$ cat src/rtl/ptp_pkg.sv
// Shared PTP timebase definitions: field widths, ns-per-second and the
// slew FSM state type used by the timebase and its consumers.
package ptp_pkg;

  localparam int unsigned NS_PER_SEC = 1_000_000_000;
  localparam int          PTP_SEC_W  = 48;
  localparam int          PTP_NS_W   = 32;
  localparam int          PTP_FRAC_W = 32;

  typedef enum logic [0:0] {
    IDLE = 1'b0,
    SLEW = 1'b1
  } ptp_state_e;

endpackage

$ cat src/rtl/ptp_ns_normalize.sv
// Folds a signed nanosecond sum back into 0..NS_PER_SEC-1, moving at most
// one second into or out of the seconds field. Seconds wrap modulo 2^48.
module ptp_ns_normalize
  import ptp_pkg::*;
(
  input  logic signed [33:0]          ns_sum,
  input  logic [PTP_SEC_W-1:0]        sec_in,
  output logic [PTP_SEC_W-1:0]        sec_out,
  output logic [PTP_NS_W-1:0]         ns_out,
  output logic                        carry
);

  localparam logic signed [33:0] NS_S  = 34'(NS_PER_SEC);
  localparam logic [PTP_NS_W-1:0] NS_U = PTP_NS_W'(NS_PER_SEC);

  // single carry or borrow; low 32 bits are exact modulo 2^32
  always_comb begin
    sec_out = sec_in;
    ns_out  = ns_sum[PTP_NS_W-1:0];
    carry   = 1'b0;
    if (ns_sum >= NS_S) begin
      sec_out = sec_in + 48'd1;
      ns_out  = ns_sum[PTP_NS_W-1:0] - NS_U;
      carry   = 1'b1;
    end else if (ns_sum < 34'sd0) begin
      sec_out = sec_in - 48'd1;
      ns_out  = ns_sum[PTP_NS_W-1:0] + NS_U;
    end
  end

endmodule

$ cat src/rtl/ptp_timebase.sv
// Free-running PTP time-of-day counter with fractional rate trim,
// offset slew/step correction, absolute load and PPS on natural rollover.
//
// state | meaning
// IDLE  | no correction pending, time advances by the programmed increment
// SLEW  | slew_rem ns still to be added/withheld, SLEW_STEP_NS per cycle
module ptp_timebase
  import ptp_pkg::*;
#(
  parameter int unsigned CLK_PERIOD_NS  = 20,
  parameter int unsigned SLEW_STEP_NS   = 4,
  parameter int unsigned STEP_THRESH_NS = 1000000
) (
  input  logic                  clk,
  input  logic                  rst_n,
  input  logic                  set_valid,
  input  logic [PTP_SEC_W-1:0]  set_sec,
  input  logic [PTP_NS_W-1:0]   set_ns,
  input  logic                  adj_valid,
  input  logic                  adj_neg,
  input  logic [29:0]           adj_ns,
  input  logic                  rate_valid,
  input  logic [7:0]            rate_int,
  input  logic [PTP_FRAC_W-1:0] rate_frac,
  output logic [PTP_SEC_W-1:0]  ptp_sec,
  output logic [PTP_NS_W-1:0]   ptp_ns,
  output logic                  pps,
  output logic                  adj_busy
);

  localparam logic [7:0]          INC_RST    = 8'(CLK_PERIOD_NS);
  localparam logic [7:0]          SLEW_STEP8 = 8'(SLEW_STEP_NS);
  localparam logic [29:0]         SLEW_STEP  = 30'(SLEW_STEP_NS);
  localparam logic [29:0]         STEP_THR   = 30'(STEP_THRESH_NS);
  localparam logic [29:0]         ADJ_MAX    = 30'd999_999_999;
  localparam logic [PTP_NS_W-1:0] NS_MAX     = 32'd999_999_999;

  ptp_state_e            state;
  logic [PTP_FRAC_W-1:0] frac_acc;
  logic [7:0]            inc_int;
  logic [PTP_FRAC_W-1:0] inc_frac;
  logic [29:0]           slew_rem;
  logic                  slew_neg;

  logic [PTP_FRAC_W:0]   frac_sum;
  logic [29:0]           adj_mag;
  logic                  step_req;
  logic [29:0]           slew_s;
  logic                  slew_en;
  logic signed [33:0]    delta;
  logic signed [33:0]    step_term;
  logic signed [33:0]    ns_sum;
  logic [PTP_SEC_W-1:0]  norm_sec;
  logic [PTP_NS_W-1:0]   norm_ns;
  logic                  norm_carry;

  // per-cycle increment, slew term and optional step offset
  always_comb begin
    frac_sum = {1'b0, frac_acc} + {1'b0, inc_frac};
    adj_mag  = (adj_ns > ADJ_MAX) ? ADJ_MAX : adj_ns;
    step_req = adj_valid && (adj_mag >= STEP_THR);
    slew_s   = (slew_rem < SLEW_STEP) ? slew_rem : SLEW_STEP;
    // a frozen clock holds the slew; a backward slew must never stop or reverse time
    slew_en  = (state == SLEW) && (inc_int != 8'd0) &&
               (!slew_neg || (inc_int > SLEW_STEP8));
    delta    = $signed({26'd0, inc_int}) + $signed({33'd0, frac_sum[PTP_FRAC_W]});
    if (slew_en) begin
      if (slew_neg) delta = delta - $signed({4'd0, slew_s});
      else          delta = delta + $signed({4'd0, slew_s});
    end
    step_term = 34'sd0;
    if (step_req) begin
      if (adj_neg) step_term = -$signed({4'd0, adj_mag});
      else         step_term =  $signed({4'd0, adj_mag});
    end
    ns_sum = $signed({2'b00, ptp_ns}) + delta + step_term;
  end

  ptp_ns_normalize u_norm (
    .ns_sum  (ns_sum),
    .sec_in  (ptp_sec),
    .sec_out (norm_sec),
    .ns_out  (norm_ns),
    .carry   (norm_carry)
  );

  // time-of-day, fractional accumulator and slew FSM
  always_ff @(posedge clk or negedge rst_n) begin
    if (!rst_n) begin
      ptp_sec  <= '0;
      ptp_ns   <= '0;
      pps      <= 1'b0;
      frac_acc <= '0;
      slew_rem <= '0;
      slew_neg <= 1'b0;
      state    <= IDLE;
    end else if (set_valid) begin
      ptp_sec  <= set_sec;
      ptp_ns   <= (set_ns > NS_MAX) ? NS_MAX : set_ns;
      pps      <= 1'b0;
      frac_acc <= '0;
      slew_rem <= '0;
      state    <= IDLE;
    end else begin
      ptp_sec  <= norm_sec;
      ptp_ns   <= norm_ns;
      pps      <= norm_carry && !step_req;
      frac_acc <= frac_sum[PTP_FRAC_W-1:0];
      if (adj_valid) begin
        if (step_req || (adj_mag == 30'd0)) begin
          slew_rem <= '0;
          state    <= IDLE;
        end else begin
          slew_rem <= adj_mag;
          slew_neg <= adj_neg;
          state    <= SLEW;
        end
      end else if (slew_en) begin
        slew_rem <= slew_rem - slew_s;
        if (slew_rem == slew_s) state <= IDLE;
      end
    end
  end

  // increment registers; a new rate is first used on the following cycle
  always_ff @(posedge clk or negedge rst_n) begin
    if (!rst_n) begin
      inc_int  <= INC_RST;
      inc_frac <= '0;
    end else if (rate_valid) begin
      inc_int  <= rate_int;
      inc_frac <= rate_frac;
    end
  end

  assign adj_busy = (state == SLEW);

endmodule

$ cat config.mk
export PLATFORM = sky130hd
export DESIGN_NAME = ptp_timebase
export DESIGN_NICKNAME = d
export VERILOG_FILES = /design/src/rtl/ptp_pkg.sv /design/src/rtl/ptp_ns_normalize.sv /design/src/rtl/ptp_timebase.sv
export SDC_FILE = /design/constraint.sdc
export NUM_CORES = 1
export LEC_CHECK = 0
export CAP_MARGIN = 20
export CELL_PAD_IN_SITES_DETAIL_PLACEMENT = 1
export CELL_PAD_IN_SITES_GLOBAL_PLACEMENT = 1
export CORE_ASPECT_RATIO = 0.75
export CORE_MARGIN = 10
export CORE_UTILIZATION = 40
export CTS_BUF_LIST = sky130_fd_sc_hd__clkbuf_8
export CTS_CLUSTER_SIZE = 14
export DETAILED_ROUTE_END_ITERATION = 12
export PLACE_DENSITY = 0.74
export SLEW_MARGIN = 10
export SYNTH_ARGS = -nofsm -noshare
export SYNTH_HDL_FRONTEND = slang
export SYNTH_HIERARCHICAL = 1
export SYNTH_SLANG_ARGS = --single-unit
$ cat constraint.sdc
create_clock -name clk -period 25.8 [get_ports clk]
set_clock_uncertainty 0.05 [all_clocks]
set_input_delay 5.16 -clock clk [delete_from_list [all_inputs] [get_ports clk]]
set_output_delay 5.16 -clock clk [all_outputs]
set_load 0.02 [all_outputs]
======== Word level (Yosys, flattened, before mapping) ========
Index checks and enable logic that the tools add are counted.
storage, ports and cells
  register bits after elaboration ......... 185
  input bits .............................. 156
  output and inout bits ................... 82
operators by class
  add/sub/neg operators ................... 12
  $lt $le $gt $ge ......................... 7
  equal/unequal tests ..................... 1
  mux-type cells .......................... 25
  bitwise gates (word level) .............. 2
  reductions and logical operators ........ 15
operator list
  cell                                                         number
  2-to-1 mux 30 bit                                            6
  2-to-1 mux 32 bit                                            5
  2-to-1 mux 48 bit                                            3
  2-to-1 mux 34 bit                                            4
  adder 48 x 1 -> 48 bit, second input constant                1
  subtractor 48 x 1 -> 48 bit, second input constant           1
  adder 33 x 34 -> 34 bit                                      1
  adder 34 bit                                                 1
  >= comparator 34 x 31 -> 1 bit, second input constant        1
  less-than comparator 34 x 1 -> 1 bit, second input constant  1
  negator 30 -> 34 bit                                         1
  adder 32 x 32 -> 33 bit                                      1
  adder 32 x 30 -> 32 bit, second input constant               1
  > comparator 32 x 30 -> 1 bit, second input constant         1
  subtractor 32 x 30 -> 32 bit, second input constant          1
  adder 9 x 30 -> 31 bit                                       1
  subtractor 9 x 30 -> 31 bit                                  1
  == test 30 bit                                               1
  >= comparator 30 x 20 -> 1 bit, second input constant        1
  > comparator 30 bit, second input constant                   1
  zero test 30 bit                                             1
  less-than comparator 30 x 3 -> 1 bit, second input constant  1
  subtractor 30 bit                                            1
  adder 8 x 1 -> 9 bit                                         1
  other kinds (10)                                             24

======== Longest topological paths before layout ========
  depth after elaboration ................. 11
  depth in mapped cells ................... 48
  gate-level depth less buffers ........... 46

======== Hierarchy ========
The synthesis kept the hierarchy.
by module, submodules not included
  module            instances  cells each  area each (µm²)  seq. area each (µm²)
  ptp_timebase      1          1,450       13,370.3         4,631.9
  ptp_ns_normalize  1          423         2,687.6          0.0

======== Worst setup path after synthesis ========
No wires, ideal clock.
  path type ............................... in2reg
  from .................................... input port adj_ns[9]
  to ...................................... register ptp_sec[38]
  arrival ................................. 12.347 ns
  data required time ...................... 25.625 ns
  slack ................................... 13.279 ns
  cell stages on the path ................. 31
  buffers on the path ..................... 3
  path through ............................ buf_2 -> o21ai_0 -> a211oi_1 -> o2111ai_1 -> a21oi_1 -> clkbuf_1 -> nor2_1 -> ha_1 -> nor3b_1 -> nand3_1 -> nor2_1 -> or4b_4 -> or4_4 -> o2111a_1 -> nor4_2 -> fa_1 -> ha_1 -> a211oi_1 -> nand2_1 -> o31a_1 -> nand3_1 -> a31oi_1 -> xnor2_1 -> nand2_1 -> or4_1 -> or4_4 -> buf_6 -> or3_4 -> o22ai_2 -> xor2_1 -> mux2_2
on the way
  cells in the longest elaborated chain, start to end .. 9
RTL lines
  element                                                                        line                                    source
  start: declaration                                                             ptp_timebase.sv:21                      input logic [29:0] adj_ns,
  > comparator 30 bit                                                            ptp_timebase.sv:60                      adj_mag = (adj_ns > ADJ_MAX) ? ADJ_MAX : adj_ns;
  2-to-1 mux 30 bit *                                                            ptp_timebase.sv:60
  negator 30 -> 34 bit / >= comparator 30 x 20 -> 1 bit (equally long branches)  ptp_timebase.sv:73, ptp_timebase.sv:61
  2-to-1 mux 34 bit / logical AND 1 bit (equally long branches)                  ptp_timebase.sv:73, ptp_timebase.sv:61
  2-to-1 mux 34 bit *                                                            ptp_timebase.sv:72                      if (step_req) begin
  adder 34 bit *                                                                 ptp_timebase.sv:76                      ns_sum = $signed({2'b00, ptp_ns}) + delta + step_term;
  net ns_sum[33]                                                                 ptp_timebase.sv:52                      logic signed [33:0] ns_sum;
  >= comparator 34 x 31 -> 1 bit *                                               ptp_ns_normalize.sv:21                  if (ns_sum >= NS_S) begin
  2-to-1 mux 48 bit *                                                            ptp_ns_normalize.sv:21
  net norm_sec[38]                                                               ptp_timebase.sv:53                      logic [PTP_SEC_W-1:0] norm_sec;
  2-to-1 mux 48 bit *                                                            ptp_timebase.sv:97                      end else if (set_valid) begin
  end signal: assignment                                                         ptp_timebase.sv:98                      ptp_sec <= set_sec;
  end signal: assignment                                                         ptp_timebase.sv:105                     ptp_sec <= norm_sec;
  end: declaration                                                               ptp_timebase.sv:25                      output logic [PTP_SEC_W-1:0] ptp_sec,
The timed path passes the listed nets; every way through them passes the cells marked *.
A chain may end at the register's enable or synchronous reset.

======== Final worst setup path ========
  from .................................... input port adj_ns[9]
  to ...................................... register ptp_sec[35]
Same word-level chain as after synthesis.

==> run metrics <==
run status finished, final reports clean; Yosys warnings 6; CP required around 26 ns; R2R Path Start inc_frac[0]; global-route usage over all layers between 20% and 30%; drt drc 0; CP Max Fanout 33; fraction of layout cells with a size suffix above 1 just over 8%; # fillers ~4.7k; Post-Synthesis Cells around 1.9k; antenna violations before repair 10; Critical Path Start adj_ns[9]; ys flop type dfrtp_1; Routed Wire Length between 50 and 60 mm; Final Cycle Share roughly 54%; Finished Core Util about half; Max IR drop VDD 49.2 uV; clk_lat worst skew ~0.57 ns; Rows between 60 and 70; CTS tree built; post-DP HPWL between 40 and 50 mm; sequential share of the synthesized area between 20% and 30%; Die Footprint between 0.04 and 0.05 mm2; minimum clock period ~14 ns; min-delay src inc_frac[11]; grt total ovfl 0; via count roughly 15k; Avg WL per Cell between 20 and 25 um; Initial Utilization between 40 and 50%; final slew viol count 0; CTS Sinks approximately 190; TNS Setup 0 ns; CP arrival about 14 ns; Max Cap Viol 0; io pins roughly 240; Die Ht around 190 um; Highest Clock Rate 71.8 MHz; leading cell type in the layout, fill and taps excluded clkdlybuf4s50_1; DIE WIDTH between 200 and 300 um; Hold Fails Final Rpt 0; PwrDens 96.0 mW/mm2; Max clock buf depth 2; drt pass-1 iters 5; Startpoint Class primary input; CP most frequent cell nor2_1; Crit path largest cell delay 0.71 ns; Worst Tran Pin Value between 1 and 1.5 ns; CP Capture Type flip-flop; Root Buffer clkbuf_8; H-tree depth 4; Placeable Area 0.0396 mm2; most frequent cells in the layout clkdlybuf4s50_1 (234), dfrtp_1 (183), nor2_1 (173); total CTS buffers 17; static leakage 0.00820 uW; Layout area overhead 20.1%; #FFs+latches synth between 150 and 200; PostCTS Resize Cnt 0; antenna viol nets, final 0; Final Setup Violations 0; distinct cell type count after synthesis between 80 and 90; flop2flop setup slack 14.05 ns; IO Port Bufs roughly 240; CTS Hold Bufs 0; nets 2343; hold crit path type reg2reg; pre-CTS setup slack ~11 ns; hold slack roughly 0.47 ns; Slew HR between 30% and 40%; number of global-route vias before repair ~16k; pin count of the biggest net entering global routing between 70 and 80; final worst setup slack around 12 ns; clock-pin slew of the registers on the worst-case setup and hold paths roughly 0.12 ns; via/cell ratio around 5.9; Synth Area per Inst 8.57 um2; Routability Congestion 0.939; unrepaired setup endpoints after global routing no; first-pass GRT wire length 94.4 mm; Post-Syn Area ~0.016 mm2; DR iter-0 viols 950; crit path kind in2reg; number of synthesized flops with an enable pin 0; Post-CTS Repair Setup Buffers 0; asr flop ratio synth 100%; CP max stage cell nor3_1
-- state kept, by name (all words and copies together) (netlist names) --
| register | count |
|---|---|
| inc_frac | 32 |
| ptp_sec | 48 |
| ptp_ns | 32 |
| slew_rem | 30 |
| adj_busy | 1 |
| pps | 1 |
| slew_neg | 1 |
| inc_int | 8 |
| frac_acc | 32 |
-- cells in the mapped netlist (all sizes together), types with 24 or more instances --
master  count  area [um2]
inv       125         469
xor2       42         368
and3       24         150
o21ai      84         420
nor2      174         656
nor3       74         370
a31oi      41         257
ha         91        1140
clkbuf     70         263
nand3      39         195
dfrtp     183        4580
nand2     115         432
a21o       39         293
xnor2     109         955
a21oi     107         536
mux2       86         968
or3        27         184
o21a       32         240
fa         36         721
nor4       36         238
o22a       26         228
o22ai      37         238
-- logic make-up (layout without fill, tap and decap cells) --
group                    count (synthesis)  in the layout  share of synthesized area, %
other                                    2             19                        0.0468
multiplexers                            93             93                          6.47
flip-flops                             185            185                          28.8
buffers and inverters                  216            405                          5.38
adder cells (fa/ha/maj)                127            127                          11.6
AO/OA/AOI/OAI                          493            493                          20.3
AND/OR/NAND/NOR                        606            606                          19.1
XOR/XNOR                               151            151                          8.24
-- report_power, final --
part	switching (uW)	internal, uW	total [uW]	leakage [uW]
Sequential	65.5	353	418	0.00225
Clock	137	84.0	221	0.000218
Combinational	717	496	1210	0.00573
-- layer usage --
layer | vias to the layer above | share of wire, % | GRT usage [%]
li1 | 7122 | - | -
met1 | 7745 | 49 | 34.2
met2 | 372 | 44 | 37.1
met3 | 46 | 5.9 | 5.80
met4 | 8 | 0.94 | 4.26
met5 | - | 0.073 | 0
-- final timing paths --
| kind | endpoint | depth (start not counted) |
|---|---|---|
| worst min register to register | inc_frac[11] | 1 |
| max in group asynchronous | frac_acc[31] | 2 |
| worst max-delay path | ptp_sec[35] | 33 |
| worst min-delay path | inc_frac[11] | 1 |
| min in group asynchronous | ptp_ns[22] | 1 |
| worst max register to register | ptp_sec[35] | 43 |
-- critical path, delay by kind of cell --
kind | cells | cell delay (ns)
buffers and inverters | 3 | 1.14
and+or+nand+nor | 16 | 4.71
xor gates and xnor gates | 2 | 0.20
muxes | 1 | 0.27
AOI/OAI and AO/OA | 8 | 1.80
adders and majority gates | 3 | 1.04
-- metrics by stage --
stage               instances  total power (uW)  area, um2
floorplan                1884              1270      16100
global placement         2560              1590      18800
detailed placement       2561              1620      18800
CTS                      2593              1850      19300
global route             2595              2010      19300
finish                   2599              1850      19300
-- area by class of cell --
cell class                      count  area, um2  share of cell area (%)
Antenna cell                        6       15.0                  0.0778
Timing Repair Buffer              248       2450                    12.7
Clock inverter                     15        205                    1.06
Clock buffer                       17        234                    1.21
Tap cell                          520        651                    3.37
Sequential cell                   185       4630                    24.0
Inverter                          125        469                    2.43
Multi-Input combinational cell   1483      10600                    55.1
(Power assumes the default switching activity.)
